--- config.mk ---
export PLATFORM = sky130hd
export DESIGN_NAME = delay_timer_arbiter
export DESIGN_NICKNAME = d
export VERILOG_FILES = /design/src/rtl/delay_arb_pkg.sv /design/src/rtl/delay_arb_rr_picker.sv /design/src/rtl/delay_timer_arbiter.sv
export SDC_FILE = /design/constraint.sdc
export NUM_CORES = 1
export LEC_CHECK = 0
export CAP_MARGIN = 20
export CORE_ASPECT_RATIO = 0.75
export CORE_MARGIN = 1.5
export CORE_UTILIZATION = 45
export CTS_CLUSTER_SIZE = 20
export DETAILED_ROUTE_END_ITERATION = 7
export PLACE_DENSITY = 0.81
export SLEW_MARGIN = 0
export SYNTH_ARGS = -nofsm -noshare
export SYNTH_HDL_FRONTEND = slang
export SYNTH_SLANG_ARGS = --single-unit
export TNS_END_PERCENT = 20
--- constraint.sdc ---
create_clock -name clk -period 3.2 [get_ports clk]
set_input_delay 0.64 -clock clk [delete_from_list [all_inputs] [get_ports clk]]
set_output_delay 0.64 -clock clk [all_outputs]
set_load 0.005 [all_outputs]
--- src/rtl/delay_arb_pkg.sv ---
// Shared types and helpers for the delay timer arbiter.
package delay_arb_pkg;

  typedef enum logic [1:0] {
    IDLE = 2'd0,
    RUN  = 2'd1,
    DONE = 2'd2
  } arb_state_e;

  localparam int unsigned DEF_NUM_REQ   = 4;
  localparam int unsigned DEF_CNT_WIDTH = 8;

  // Index of the set bit in a one-hot vector (highest set bit if not one-hot).
  function automatic int unsigned onehot_to_idx(input logic [31:0] v);
    onehot_to_idx = 0;
    for (int unsigned k = 0; k < 32; k++) begin
      if (v[k]) onehot_to_idx = k;
    end
  endfunction

endpackage

--- src/rtl/delay_arb_rr_picker.sv ---
// Combinational round-robin selector: first set request at or after the
// pointer, wrapping past the top requester.
module delay_arb_rr_picker
  import delay_arb_pkg::*;
#(
  parameter int unsigned NUM_REQ = DEF_NUM_REQ,
  localparam int unsigned PTR_W  = (NUM_REQ > 1) ? $clog2(NUM_REQ) : 1
) (
  input  logic [NUM_REQ-1:0] i_req,
  input  logic [PTR_W-1:0]   i_ptr,
  output logic [NUM_REQ-1:0] o_winner,
  output logic               o_valid
);

  // Scan requesters starting at the pointer; the first hit wins.
  always_comb begin
    int unsigned idx;
    idx      = 0;
    o_winner = '0;
    o_valid  = 1'b0;
    for (int unsigned k = 0; k < NUM_REQ; k++) begin
      idx = 32'(i_ptr) + k;
      if (idx >= NUM_REQ) idx = idx - NUM_REQ;
      if (!o_valid && i_req[PTR_W'(idx)]) begin
        o_winner[PTR_W'(idx)] = 1'b1;
        o_valid               = 1'b1;
      end
    end
  end

endmodule

--- src/rtl/delay_timer_arbiter.sv ---
// Shared programmable delay counter with round-robin ownership.
// Optional build macro: DELAY_ARB_ABORT_EN (owner dropping req mid-run aborts).
module delay_timer_arbiter
  import delay_arb_pkg::*;
#(
  parameter int unsigned NUM_REQ   = DEF_NUM_REQ,
  parameter int unsigned CNT_WIDTH = DEF_CNT_WIDTH
) (
  input  logic                           clk,
  input  logic                           reset_n,
  input  logic                           enable,
  input  logic [NUM_REQ-1:0]             req,
  input  logic [NUM_REQ*CNT_WIDTH-1:0]   delay,
  output logic [NUM_REQ-1:0]             grant,
  output logic [NUM_REQ-1:0]             done,
  output logic                           busy,
  output logic [CNT_WIDTH-1:0]           count
);

  localparam int unsigned PTR_W = (NUM_REQ > 1) ? $clog2(NUM_REQ) : 1;

  arb_state_e             r_state, w_state_nxt;
  logic [NUM_REQ-1:0]     r_grant, w_grant_nxt;
  logic [NUM_REQ-1:0]     r_done,  w_done_nxt;
  logic                   r_busy;
  logic [CNT_WIDTH-1:0]   r_count, w_count_nxt;
  logic [CNT_WIDTH-1:0]   r_limit, w_limit_nxt;
  logic [PTR_W-1:0]       r_ptr,   w_ptr_nxt;

  logic [NUM_REQ-1:0]     w_winner;
  logic                   w_valid;
  logic [CNT_WIDTH-1:0]   w_sel_delay;
  logic [PTR_W-1:0]       w_grant_idx;
  logic [PTR_W-1:0]       w_ptr_inc;
  logic                   w_at_limit;
  logic                   w_abort;

  delay_arb_rr_picker #(
    .NUM_REQ (NUM_REQ)
  ) u_picker (
    .i_req    (req),
    .i_ptr    (r_ptr),
    .o_winner (w_winner),
    .o_valid  (w_valid)
  );

  assign w_grant_idx = PTR_W'(onehot_to_idx(32'(r_grant)));
  assign w_ptr_inc   = (w_grant_idx == PTR_W'(NUM_REQ - 1)) ? '0 : w_grant_idx + 1'b1;
  assign w_at_limit  = (r_count == r_limit);

`ifdef DELAY_ARB_ABORT_EN
  assign w_abort = (r_state == RUN) && ((req & r_grant) == '0);
`else
  assign w_abort = 1'b0;
`endif

  // Mux the winner's delay field; only meaningful when w_valid.
  always_comb begin
    w_sel_delay = '0;
    for (int unsigned k = 0; k < NUM_REQ; k++) begin
      if (w_winner[k]) w_sel_delay = delay[k*CNT_WIDTH +: CNT_WIDTH];
    end
  end

  // State register.
  always_ff @(posedge clk or negedge reset_n) begin
    if (!reset_n) r_state <= IDLE;
    else          r_state <= w_state_nxt;
  end

  // Next-state logic; abort outranks reaching the limit.
  always_comb begin
    w_state_nxt = r_state;
    case (r_state)
      IDLE:    if (w_valid) w_state_nxt = RUN;
      RUN: begin
        if (w_abort)                    w_state_nxt = IDLE;
        else if (enable && w_at_limit)  w_state_nxt = DONE;
      end
      DONE:    w_state_nxt = IDLE;
      default: w_state_nxt = IDLE;
    endcase
  end

  // Next values of the registered outputs and datapath.
  always_comb begin
    w_grant_nxt = r_grant;
    w_done_nxt  = '0;
    w_count_nxt = r_count;
    w_limit_nxt = r_limit;
    w_ptr_nxt   = r_ptr;
    case (r_state)
      IDLE: begin
        if (w_valid) begin
          w_grant_nxt = w_winner;
          w_limit_nxt = w_sel_delay;
          w_count_nxt = '0;
        end
      end
      RUN: begin
        if (w_abort) begin
          w_grant_nxt = '0;
          w_count_nxt = '0;
          w_ptr_nxt   = w_ptr_inc;
        end else if (enable) begin
          if (w_at_limit) w_done_nxt  = r_grant;
          else            w_count_nxt = r_count + 1'b1;
        end
      end
      DONE: begin
        w_grant_nxt = '0;
        w_count_nxt = '0;
        w_ptr_nxt   = w_ptr_inc;
      end
      default: begin
        w_grant_nxt = '0;
        w_count_nxt = '0;
      end
    endcase
  end

  // Output and datapath registers.
  always_ff @(posedge clk or negedge reset_n) begin
    if (!reset_n) begin
      r_grant <= '0;
      r_done  <= '0;
      r_busy  <= 1'b0;
      r_count <= '0;
      r_limit <= '0;
      r_ptr   <= '0;
    end else begin
      r_grant <= w_grant_nxt;
      r_done  <= w_done_nxt;
      r_busy  <= (w_state_nxt != IDLE);
      r_count <= w_count_nxt;
      r_limit <= w_limit_nxt;
      r_ptr   <= w_ptr_nxt;
    end
  end

  assign grant = r_grant;
  assign done  = r_done;
  assign busy  = r_busy;
  assign count = r_count;

endmodule
==> results.ini, run 1 <==
[floorplanning]
core_area_um2 = 4154
die_w_um = 79.90
num_rows = 20
ios = 56
die-area_um2 = 4847
start_util_pct = 48.04
fp.dieH_um = 60.67

[setup_path]
critical_path.max_stage_delay_ns = 0.58
path_max_fanout = 8
end_kind = flop
worstReg2RegStart = r_ptr[1]
required_ns = 3.42
reg2reg_slack_ns = 0.52
cp_common_cell = a221o_1
r2r_end = r_limit[4]
cp_slowest_cell = mux4_1
reg2reg_depth = 8
critPathArrivalTime_ns = 3.11
path_delay_family = compound AO/OA/AOI/OAI gates
worstPathCellList = clkdlybuf4s50_1, mux4_1, nor3b_2, a221o_1, a211oi_4, a221o_1, a31o_1
critical_path_class = input pin to flop
path_buf_inv = 1
worstSetupStartpointType = input pin

[cts]
cts_buffers = 5
cts_setup_buffers = 0
cts_resized = 0
cts_root_buffer = clkbuf_8
cts.path.max_buffers = 2
clkSlewWorstSetupHoldPaths_ns = 0.07
cts_tree = built
cts.sinks = 29
clkLatencyLatePin_ns = 0.27
htree_levels = 2
cts_hold_buffers = 0

[pwr]
p_seq_share_pct = 28.9
vdd_drop_max_mv = 0.4037
clkPwrFrac_pct = 18.7
p_sw_uw = 777.4
p_sw_share_pct = 37.67
p_int_mw = 1.286
leakagePower_nw = 1.205
p_per_area_nw_per_um2 = 746.0
total_power_mw = 2.064
p_comb_share_pct = 52.4

[timing]
grt_setup_unrepaired = false
slew_headroom_pct = 64.37
tns_ns = 0
fin_crit_ns = 2.888
fin_crit_sh_pct = 90.24
skew_ns = 0.007874
final-max-slew-violation-count = 0
fmax_ghz = 0.3463
finalSetupViolCount = 0
tightest_slew_ns = 0.5334
hold_viol_final = 0

[global_routing]
antenna_found_initial = 0
grt_max_degree = 30
track_usage_pct = 19.71
grt_pass1_vias = 1554
grt-ovfl-total = 0
grt_pass1_wl_um = 7210

[worst_hold_path]
hp-class = flop to flop
min_path_cells = 1
hold_end = r_ptr[1]
min-delay-start = grant[3]

[logic_synthesis]
synthDistinctLibCells = 40
ys_ff_latch = 29
syn_area_um2 = 1996
synth_edf_count = 0
yosysSeqAreaShare_pct = 36.36
yosys_most_used_dff = dfrtp_1
ys_async_sr_fraction_pct = 100.0
syn-num-nets = 255
netlist_instances = 208
avgSynthCellArea_um2 = 9.595
yosysWarnings = 0

[flow_run]
max_cap_viol_count = 0

[placement]
portBuffers = 55
place.gp.congestion = 0.8440
dp_hpwl_um = 3504

[outcome]
status = finished, final reports clean

[drt]
drtAntennaViolNets = 0
routed_wl_um = 4458
viasPerCell = 5.380
drtIter0Drc = 81
num_vias = 1754
dr.pass1.iters = 4
wl_per_cell_um = 13.67
remaining_drc_errors = 0

[final_layout]
syn_to_final_growth_pct = 38.62
num_antenna_cells = 0
final_nets = 317
drive_gt1_share_pct = 10.70

==> worst register-to-register path, delay by kind of cell (launching register included) <==
kind	cells	cell delay, ns
fa+ha+maj	1	0.36
mux	1	0.35
compound gates	5	1.45
buf+inv	1	0.09
flops	1	0.38
==> layer usage <==
metal | global-route usage [%] | vias to the layer above | routed length [µm]
met5 | 0 | - | 0
met4 | 6.158 | 0 | 23
met3 | 5.414 | 4 | 218
met2 | 29.77 | 56 | 1929
met1 | 27.83 | 822 | 2286
li1 | - | 872 | -
==> state kept, by name, summed over array words and instances, names as in the netlist <==
| register | flops |
|---|---|
| r_limit | 8 |
| r_ptr | 2 |
| count | 8 |
| busy | 1 |
| grant | 4 |
| done | 4 |
| r_state | 2 |
==> synth_stat cells (2+ instances only) <==
master	instances	area, µm²
dfrtp_1	29	725.7
nand2_1	21	78.83
inv_1	16	60.06
nor2_1	13	48.80
xor2_1	13	113.9
a221o_1	10	100.1
o31ai_1	9	67.56
a21oi_1	8	40.04
a31o_1	8	70.07
ha_1	8	100.1
nand2b_1	7	43.79
buf_2	6	30.03
nor2b_1	6	37.54
o21ai_0	5	25.02
nor4_1	4	25.02
or2b_1	4	30.03
a221oi_1	3	26.28
and2_1	3	18.77
clkbuf_1	3	11.26
mux2_2	3	33.78
mux2i_1	3	30.03
mux4_2	3	67.56
nand3_1	2	10.01
nand4_1	2	12.51
nor3_1	2	10.01
o22ai_1	2	12.51
or3_1	2	12.51
==> through the flow <==
step                      util [%]  instances  setup slack, ns  hold WS, ns  instance area [µm²]
after detailed placement     63.80        318          0.02585       0.5342                 2650
after global placement       63.80        318           0.1017       0.4999                 2650
final                        66.60        326           0.3122       0.5388                 2766
after global routing         66.60        326           0.1493       0.5483                 2766
after floorplan                  -        208           0.4697       0.3444                 1996
after CTS                    66.60        326           0.3262       0.5338                 2766
==> cells by family after synthesis <==
group           after synthesis  share of synthesized area [%]
simple gates                 69                          17.68
compound gates               52                          21.32
flops                        29                          36.36
buf+inv                      27                          6.019
xor+xnor                     13                          5.705
mux                          10                          7.900
fa+ha+maj                     8                          5.016
==> cell usage in the layout (no fill, tap or decap), types with 3 or more instances in the layout <==
cell,Yosys,layout
xor2_1,13,13
nor2b_1,6,6
o31ai_1,9,9
o21ai_0,5,5
a21oi_1,8,8
nor2_1,13,13
a31o_1,8,8
mux2i_1,3,3
a221oi_1,3,3
a221o_1,10,10
nand2b_1,7,7
clkdlybuf4s50_1,0,55
mux2_2,3,3
ha_1,8,8
or2b_1,4,4
buf_4,1,10
dfrtp_1,29,29
inv_1,16,16
nor4_1,4,4
nand2_1,21,21
clkbuf_8,0,6
mux4_2,3,3
and2_1,3,3
==> worst max path at each step <==
stage          startpoint          to  slack, ns  cells after the start
5_1_grt            req[2]  r_limit[4]       0.15                      8
3_3_place_gp       req[2]  r_limit[4]       0.10                      8
6_report           req[2]  r_limit[4]       0.31                      7
3_5_place_dp       req[1]  r_limit[4]       0.03                      7
2_1_floorplan    r_ptr[1]  r_limit[7]       0.47                     11
4_1_cts            req[1]  r_limit[7]       0.33                      7
==> power by group through the flow <==
stage | sequential, mW | combinational, mW | clock, mW
final | 0.596 | 1.08 | 0.386
after global routing | 0.611 | 1.18 | 0.416
after CTS | 0.597 | 1.08 | 0.392
after detailed placement | 0.602 | 1.08 | 0
after global placement | 0.596 | 1.05 | 0
after floorplan | 0.570 | 0.756 | 0
==> area by class of cell <==
cell class | count | area (µm²)
clock buffer | 7 | 86.33
clock inverter | 1 | 30.03
fill | 353 | 1388
inverter | 16 | 60.06
multi-input combinational | 152 | 1150
sequential | 29 | 725.7
tap | 55 | 68.82
timing repair buffer | 66 | 645.6
Power figures use the tool's default switching activity.
==> run 2, diff against run 1 <==
- CORE_UTILIZATION: 45 -> 48
- PLACE_DENSITY: 0.81 -> 0.85
==> results.ini, run 2 (synthesized netlist as in run 1, its figures left out) <==
[outcome]
status = finished, final reports clean

[cts]
cts_buffers = 5
clkLatencyLatePin_ns = 0.28
cts_setup_buffers = 0
htree_levels = 2
clkSlewWorstSetupHoldPaths_ns = 0.06
cts_tree = built
cts_resized = 0
cts.path.max_buffers = 2
cts_root_buffer = clkbuf_8
cts.sinks = 29
cts_hold_buffers = 0

[setup_path]
reg2reg_depth = 9
endpoint = r_limit[6]
reg2reg_slack_ns = 0.42
r2r_end = r_limit[6]
critPathArrivalTime_ns = 3.24
crit_path_start = req[0]
path_max_fanout = 8
end_kind = flop
required_ns = 3.42
worstReg2RegStart = r_ptr[1]
worstSetupStartpointType = input pin
critical_path_class = input pin to flop

[drt]
wl_per_cell_um = 15.02
remaining_drc_errors = 0
routed_wl_um = 4928
viasPerCell = 5.558
num_vias = 1823
drtAntennaViolNets = 0
drtIter0Drc = 134
dr.pass1.iters = 4

[floorplanning]
die_w_um = 77.46
die-area_um2 = 4557
fp.dieH_um = 58.84
start_util_pct = 49.53
num_rows = 20
ios = 56
core_area_um2 = 4029

[timing]
tightest_slew_ns = 0.5606
skew_ns = 0.006109
hold_viol_final = 0
fmax_ghz = 0.3306
tns_ns = 0
final-max-slew-violation-count = 0
grt_setup_unrepaired = false
slew_headroom_pct = 62.55
fin_crit_ns = 3.025
fin_crit_sh_pct = 94.53
hold_ws_ns = 0.5264
finalSetupViolCount = 0

[final_layout]
layoutNonFillerInstCount = 328
syn_to_final_growth_pct = 39.37
final_common_cell = clkdlybuf4s50_1
final_nets = 319
layout_common_cells = clkdlybuf4s50_1 (55), dfrtp_1 (29), nand2_1 (21)
drive_gt1_share_pct = 11.36
num_antenna_cells = 0

[global_routing]
grt_pass1_wl_um = 8266
antenna_found_initial = 0
track_usage_pct = 23.92
grt-ovfl-total = 0
grt_pass1_vias = 1711
grt_max_degree = 30

[placement]
dp_cells = 320
dp_hpwl_um = 3683
place.gp.congestion = 0.8695
portBuffers = 55

[pwr]
p_per_area_nw_per_um2 = 762.6
vdd_drop_max_mv = 0.4614
total_power_mw = 2.121
leakagePower_nw = 1.214

[flow_run]
max_cap_viol_count = 0

[worst_hold_path]
hp-class = flop to flop

==> run 2: cell count changes in the layout (fill, tap and decap cells not counted) <==
| cell | delta |
|---|---|
| buf_4 | +2 |
==> run 2: layout make-up <==
| class | count | area (µm²) |
|---|---|---|
| Tap cell | 55 | 68.82 |
| Clock buffer | 7 | 86.33 |
| Fill cell | 329 | 1247 |
| Sequential cell | 29 | 725.7 |
| Clock inverter | 1 | 30.03 |
| Timing Repair Buffer | 68 | 660.6 |
| Inverter | 16 | 60.06 |
| Multi-Input combinational cell | 152 | 1150 |
==> run 2: worst max-delay path, cell delays in order <==
cell and delay (ns):
clkdlybuf4s50_1 0.52, mux4_2 0.55, nor2b_1 0.19, a221oi_1 0.33
a22o_1 0.27, nor2b_1 0.50, a31o_1 0.24
==> run 2: metrics by stage <==
step,util (%),setup slack (ns),area (µm²)
4_1_cts,69.04,0.2389,2781
2_1_floorplan,-,0.4697,1996
3_3_place_gp,66.15,0.06344,2665
3_5_place_dp,66.15,-0.03855,2665
6_report,69.04,0.1751,2781
5_1_grt,69.04,0.09844,2781
==> run 2: how the worst min path moves through the flow <==
stage	startpoint	to	slack, ns	cells past startpoint
floorplan	reset_n	busy	0.34	0
global placement	grant[3]	r_ptr[1]	0.50	1
detailed placement	grant[3]	r_ptr[1]	0.51	1
CTS	grant[3]	r_ptr[1]	0.52	1
global route	grant[3]	r_ptr[1]	0.55	1
finish	grant[0]	done[0]	0.53	1
==> run 2: power breakdown <==
| part | total [mW] | internal, mW | switching (mW) |
|---|---|---|---|
| clock network | 0.390 | 0.253 | 0.137 |
| logic | 1.13 | 0.567 | 0.567 |
| registers | 0.596 | 0.475 | 0.121 |
| total | 2.12 | 1.30 | 0.825 |
==> run 2: metal layers <==
layer,vias to the layer above,global-route usage [%],part of all wire [%]
met5,-,0,0
met4,0,6.753,1.5
met3,9,7.597,8.0
met2,102,35.71,43
met1,833,33.73,47
li1,879,-,-
